--- src/rtl/led_blinker_pkg.sv ---
// ---------------------------------------------------------------------------
// led_blinker_pkg
// Shared constants for the multi-channel LED blinker:
//   NUM_RATES / RATE_SEL_W   - number of shared rate generators and select width
//   rate_sel_e               - rate select encodings (0..3 = 100/50/10/1 Hz)
//   C_RATEk_DEF              - default half-periods in clocks for a 25 MHz clock
// ---------------------------------------------------------------------------
package led_blinker_pkg;

  localparam int NUM_RATES  = 4;
  localparam int RATE_SEL_W = 2;

  typedef enum logic [RATE_SEL_W-1:0] {
    RATE_100HZ = 2'd0,
    RATE_50HZ  = 2'd1,
    RATE_10HZ  = 2'd2,
    RATE_1HZ   = 2'd3
  } rate_sel_e;

  // Half-periods (clock cycles) at 25 MHz.
  localparam int unsigned C_RATE0_DEF = 32'd125000;    // 100 Hz
  localparam int unsigned C_RATE1_DEF = 32'd250000;    //  50 Hz
  localparam int unsigned C_RATE2_DEF = 32'd1250000;   //  10 Hz
  localparam int unsigned C_RATE3_DEF = 32'd12500000;  //   1 Hz

endpackage

--- src/rtl/led_rate_gen.sv ---
// ---------------------------------------------------------------------------
// led_rate_gen
// One shared square-wave generator: a free-running counter that wraps every
// C_HALF clocks and toggles the square output on each wrap, giving a
// 2*C_HALF-cycle period at 50% duty. The first rise lands on the C_HALF-th
// rising edge with i_enable high.
// Parameters: CNT_W (counter width), C_HALF (half-period, 2 .. 2**CNT_W-1)
// Ports:
//   i_clock    - clock, rising edge
//   i_reset_n  - asynchronous active-low reset
//   i_enable   - run; low clears counter and square
//   o_sq       - registered square wave
// ---------------------------------------------------------------------------
module led_rate_gen #(
  parameter int          CNT_W  = 32,
  parameter int unsigned C_HALF = 2
) (
  input  logic i_clock,
  input  logic i_reset_n,
  input  logic i_enable,
  output logic o_sq
);

  localparam logic [CNT_W-1:0] CNT_LAST = CNT_W'(C_HALF - 1);

  logic [CNT_W-1:0] cnt;

  always_ff @(posedge i_clock or negedge i_reset_n) begin
    if (!i_reset_n) begin
      cnt  <= '0;
      o_sq <= 1'b0;
    end else if (!i_enable) begin
      cnt  <= '0;
      o_sq <= 1'b0;
    end else if (cnt == CNT_LAST) begin
      cnt  <= '0;
      o_sq <= ~o_sq;
    end else begin
      cnt  <= cnt + CNT_W'(1);
    end
  end

endmodule

--- src/rtl/led_blinker_multi.sv ---
// ---------------------------------------------------------------------------
// led_blinker_multi
// Four shared rate generators feed N_CH independent LED channels. Each channel
// selects one rate and has its own enable. A rate change requested while the
// channel's LED is high is held pending until the currently selected square
// returns low, so a high pulse is never truncated; the latest request wins.
//
// Optional build macro: LED_BLINKER_MULTI_SYNC_EN
//   defined   - i_enable, i_ch_enable, i_rate_sel pass through a 2-flop
//               synchroniser (reset to 0); all input-to-output latencies +2.
//   undefined - inputs are used directly (assumed synchronous to i_clock).
//
// Ports:
//   i_clock      - clock, rising edge
//   i_reset_n    - asynchronous active-low reset
//   i_enable     - global run; low clears all generators and LEDs
//   i_ch_enable  - per-channel enable [N_CH]
//   i_rate_sel   - per-channel rate select, channel n = bits [2n+1:2n]
//   o_led_drive  - registered LED drive, active high [N_CH]
//   o_dbg_rate   - raw square of each rate generator [4]
// ---------------------------------------------------------------------------
module led_blinker_multi
  import led_blinker_pkg::*;
#(
  parameter int          N_CH    = 4,
  parameter int          CNT_W   = 32,
  parameter int unsigned C_RATE0 = C_RATE0_DEF,
  parameter int unsigned C_RATE1 = C_RATE1_DEF,
  parameter int unsigned C_RATE2 = C_RATE2_DEF,
  parameter int unsigned C_RATE3 = C_RATE3_DEF
) (
  input  logic                       i_clock,
  input  logic                       i_reset_n,
  input  logic                       i_enable,
  input  logic [N_CH-1:0]            i_ch_enable,
  input  logic [RATE_SEL_W*N_CH-1:0] i_rate_sel,
  output logic [N_CH-1:0]            o_led_drive,
  output logic [NUM_RATES-1:0]       o_dbg_rate
);

  localparam int unsigned C_HALF [NUM_RATES] = '{C_RATE0, C_RATE1, C_RATE2, C_RATE3};

  logic                       en_use;
  logic [N_CH-1:0]            ch_en_use;
  logic [RATE_SEL_W*N_CH-1:0] rate_sel_use;
  logic [NUM_RATES-1:0]       sq;

`ifdef LED_BLINKER_MULTI_SYNC_EN
  logic                       en_p0, en_p1;
  logic [N_CH-1:0]            ch_en_p0, ch_en_p1;
  logic [RATE_SEL_W*N_CH-1:0] sel_p0, sel_p1;

  // Stage p0 -> p1: two-flop synchroniser for switch inputs
  always_ff @(posedge i_clock or negedge i_reset_n) begin
    if (!i_reset_n) begin
      en_p0    <= 1'b0;
      en_p1    <= 1'b0;
      ch_en_p0 <= '0;
      ch_en_p1 <= '0;
      sel_p0   <= '0;
      sel_p1   <= '0;
    end else begin
      en_p0    <= i_enable;
      en_p1    <= en_p0;
      ch_en_p0 <= i_ch_enable;
      ch_en_p1 <= ch_en_p0;
      sel_p0   <= i_rate_sel;
      sel_p1   <= sel_p0;
    end
  end

  assign en_use       = en_p1;
  assign ch_en_use    = ch_en_p1;
  assign rate_sel_use = sel_p1;
`else
  assign en_use       = i_enable;
  assign ch_en_use    = i_ch_enable;
  assign rate_sel_use = i_rate_sel;
`endif

  // Stage: shared rate generators
  for (genvar k = 0; k < NUM_RATES; k++) begin : g_rate
    led_rate_gen #(
      .CNT_W  (CNT_W),
      .C_HALF (C_HALF[k])
    ) u_rate_gen (
      .i_clock   (i_clock),
      .i_reset_n (i_reset_n),
      .i_enable  (en_use),
      .o_sq      (sq[k])
    );
  end

  assign o_dbg_rate = sq;

  // Stage: per-channel select tracking and LED output register
  for (genvar n = 0; n < N_CH; n++) begin : g_ch
    rate_sel_e cur_sel;
    rate_sel_e req_sel;
    logic      can_switch;
    logic      led_q;

    assign req_sel = rate_sel_e'(rate_sel_use[RATE_SEL_W*n +: RATE_SEL_W]);

    // A new rate is only held off while this channel's LED is visibly in a
    // high pulse; a dark channel may switch immediately. sq is the registered
    // value, so a toggle on the same edge is not seen yet.
    assign can_switch = ~sq[cur_sel] | ~ch_en_use[n] | ~en_use;

    always_ff @(posedge i_clock or negedge i_reset_n) begin
      if (!i_reset_n) begin
        cur_sel <= RATE_100HZ;
        led_q   <= 1'b0;
      end else begin
        led_q <= en_use & ch_en_use[n] & sq[cur_sel];
        if ((req_sel != cur_sel) && can_switch) begin
          cur_sel <= req_sel;
        end
      end
    end

    assign o_led_drive[n] = led_q;
  end

endmodule
--- config.mk ---
export PLATFORM = sky130hd
export DESIGN_NAME = led_blinker_multi
export DESIGN_NICKNAME = d
export VERILOG_FILES = /design/src/rtl/led_blinker_pkg.sv /design/src/rtl/led_rate_gen.sv /design/src/rtl/led_blinker_multi.sv
export SDC_FILE = /design/constraint.sdc
export NUM_CORES = 1
export LEC_CHECK = 0
export ABC_AREA = 1
export BUFFER_PORTS_ARGS = -buffer_cell sky130_fd_sc_hd__buf_2
export CORE_MARGIN = 3
export CORE_UTILIZATION = 40
export DETAILED_ROUTE_END_ITERATION = 8
export PLACE_DENSITY_LB_ADDON = 0.05
export SYNTH_ARGS = -nofsm -noshare
export SYNTH_HDL_FRONTEND = slang
export SYNTH_SLANG_ARGS = --single-unit
export TNS_END_PERCENT = 30
--- constraint.sdc ---
create_clock -name i_clock -period 1.8 [get_ports i_clock]
set_input_delay 0.18 -clock i_clock [delete_from_list [all_inputs] [get_ports i_clock]]
set_output_delay 0.18 -clock i_clock [all_outputs]
set_load 0.02 [all_outputs]
==> summary.txt <==
Outcome
  • Status: finished, final reports clean

Detailed routing
  • Final ANT Viol Nets: 0
  • First-pass iteration count of the detailed router: 5
  • DR iter-0 viols: 461
  • Routed vias/inst: ~4.7
  • Total number of vias: 7688
  • DR DRC count: 0
  • Avg WL per Cell: 13.4 um
  • Drt total wl: roughly 22 mm

Floorplanning
  • Die ar.: roughly 24000 sq um
  • Ports: 23
  • Initial Util: 41.1%
  • Chip Width: 154 um
  • Die height: approximately 150 um
  • Row cnt: 53
  • Core Footprint: 21300 sq um

Clock tree
  • Post-CTS setup buffers: 0
  • Clock Tree Root: clkbuf_16
  • Clk sinks: around 140
  • Bufs on Longest Clock Path: 2
  • Reg clk slew, reported paths: 0.07 ns
  • H-tree levels: 4
  • Clk Latency, worst-skew pair: 0.43 ns
  • Num CTS Buffers: 17
  • CTS tree: yes

Yosys
  • Gate Count Post-Synth: 1297
  • Synthesized net count: 1316
  • YS warnings: 0
  • Synth Cell Area: 8760 sq um
  • Post-synth EDFFs: 0
  • Synth Flop Type: dfrtp_1
  • Synth Register Bits: 144
  • Post-synthesis async set-or-reset flop share: 100%
  • Synth unique cells: 29
  • Syn Area/Cell: 6.75 sq um
  • Post-synthesis sequential area ratio: 41.1%

Critical path
  • Startpoint Class: register
  • FF-to-FF setup slack: between 0.2 and 0.25 ns
  • CP arrival: approximately 1.9 ns
  • Critical path startpoint: g_rate[3].u_rate_gen.cnt[0]
  • Crit end category: register
  • Worst r2r dst: g_rate[3].u_rate_gen.cnt[20]
  • Critical path type: register to register
  • Worst Path Max Fanout: 15
  • Worst Path Required: between 2 and 2.5 ns
  • Reg2Reg Depth: 8
  • Reg2reg start: g_rate[3].u_rate_gen.cnt[0]
  • End point of the critical path: g_rate[3].u_rate_gen.cnt[20]

Power and ir drop
  • Worst vdd ir: 0.499 mV
  • Pleak: roughly 4.1 nW
  • P per Cell Area: a little under 800 nW/um^2

Placed design
  • DP HPWL: 16.2 mm
  • PortBufs: 22
  • Pre-CTS setup slack: ~0.19 ns
  • Placer Congestion: 0.855

Layout
  • Area of the multi-input gates: ~4500 sq um
  • Area growth, synth to finish: 13.6%
  • Register area: 3600 sq um
  • Diodes inserted: 0
  • Layout cells sized above 1: 9.27%
  • Final Core Density: 46.8%
  • Final nets: 1354
  • Fill cells: ~2200

STA
  • Slew of the pin with the lowest slew margin: 0.466 ns
  • Clock period minus worst slack: 1.58 ns
  • Final setup TNS: 0 ns
  • Setup Skew: between 0.01 and 0.015 ns
  • Worst slew margin: 69.0%
  • RSZ-0062 raised after global routing: false
  • Fin. Hold Viols: 0
  • Final setup vio count: 0
  • Final Max Tran Viols: 0
  • Maximum clock rate: 0.633 GHz
  • Post-route setup slack: 0.220 ns
  • Period utilisation layout: 87.8%

Flow run
  • Max-cap violations: 0

Worst hold path
  • Worst Hold Class: primary input to register

Global route
  • Overflow after GRT: 0
  • Largest net degree at the start of global routing: 87
  • Gr usage total: 19.3%
  • First-pass GRT wire length: 37.2 mm
  • Number of global-route vias before repair: 7464
  • Initial antenna violation count: 0
-- final cells by class --
type	instances	share of cell area, %
clock buffer	19	4.45
clock inverter	13	2.11
inverter	138	5.20
multi-input combinational	994	45.4
sequential	144	36.2
tap	275	3.46
timing repair buffer	40	3.13
-- through the flow --
stage / total power, W / cell area [sq um] / hold WS [ns] / std cells
final: 0.00769 / 9950 / 0.0301 / 1623
after global routing: 0.00799 / 9950 / 0.0490 / 1623
after detailed placement: 0.00375 / 9200 / 0.150 / 1582
after floorplan: 0.00358 / 8760 / -0.116 / 1297
after CTS: 0.00779 / 9940 / 0.0194 / 1623
after global placement: 0.00375 / 9200 / 0.144 / 1582
-- power breakdown --
| group | switching [W] | internal [W] |
|---|---|---|
| combinational | 0.000234 | 0.000109 |
| sequential | 0.0000594 | 0.00329 |
| clock | 0.00149 | 0.00250 |
-- repair_timing --
| item | CTS | global route |
|---|---|---|
| hold endpoints to repair | 49 | 0 |
| hold buffers | 9 | 0 |
| setup endpoints to repair | 0 | 7 |
| gates resized for setup | 0 | 2 |
-- cell families after synthesis --
logic type                 count (synthesis)  share of synthesized area [%]
buffers and inverters                    159                           7.30
and+or+nand+nor                          922                           44.9
adders and majority gates                  4                          0.572
AOI/OAI and AO/OA                         19                           1.17
DFF                                      144                           41.1
xor gates and xnor gates                  49                           4.90
-- Yosys cell counts, drive strengths merged (5+ instances only) --
cell / number / share of area (%)
clkbuf: 6 / 0.26
inv: 138 / 5.9
nand3: 89 / 5.2
xor2: 29 / 2.9
nand2: 417 / 19
xnor2: 20 / 2.0
buf: 15 / 1.1
nand4: 21 / 1.5
a21oi: 6 / 0.34
dfrtp: 144 / 41
nor3b: 5 / 0.43
nor2: 383 / 19
o21ai: 8 / 0.46
-- routing by layer --
layer / GRT usage (%) / vias up / wire length, um
met3: 3.55 / 22 / 604
met2: 31.2 / 99 / 9920
li1: - / 4040 / -
met5: 0 / - / 0
met1: 26.9 / 3527 / 10900
met4: 4.63 / 0 / 272
-- how the worst min path moves through the flow --
stage	slack, ns	cells after the start	endpoint	from
final	0.03	3	g_ch[2].cur_sel[1]	i_ch_enable[2]
after detailed placement	0.15	1	g_rate[0].u_rate_gen.cnt[18]	i_reset_n
after floorplan	-0.12	0	g_ch[0].cur_sel[0]	i_reset_n
after CTS	0.02	3	g_ch[2].cur_sel[1]	i_ch_enable[2]
after global placement	0.14	1	g_rate[0].u_rate_gen.cnt[18]	i_reset_n
after global routing	0.05	3	g_ch[2].cur_sel[1]	i_ch_enable[2]
-- critical path, stage by stage (launching register included) --
cell     delay (ns)
dfrtp_1        0.40
ha_1           0.20
nand2_2        0.09
nor2_4         0.13
nand3_1        0.08
nor2_1         0.10
nand2_1        0.10
nand2_2        0.27
nor2_1         0.10
-- flip-flops by register name, indices dropped and copies added, names as in the netlist --
signal and count:
g_rate.u_rate_gen.cnt 128, g_ch.cur_sel 8, g_ch.led_q 4, g_rate.u_rate_gen.o_sq 4
-- layout by cell type (no fill, tap or decap), types with 3 or more instances in the layout --
cell,instances
a21oi_1,6
clkinv_4,3
inv_1,136
ha_1,3
nor3_1,4
nand4_1,21
buf_12,3
nor2_4,22
nand2_2,16
nor3b_1,5
xnor2_1,20
nand2_4,3
nand2_1,398
nor2_2,17
clkbuf_16,17
nor2_1,344
o21ai_0,8
dfrtp_1,144
bufinv_16,5
dlygate4sd3_1,9
xor2_1,29
nand3_1,87
buf_2,21
buf_4,6
o22ai_1,4
Power figures use the tool's default switching activity.
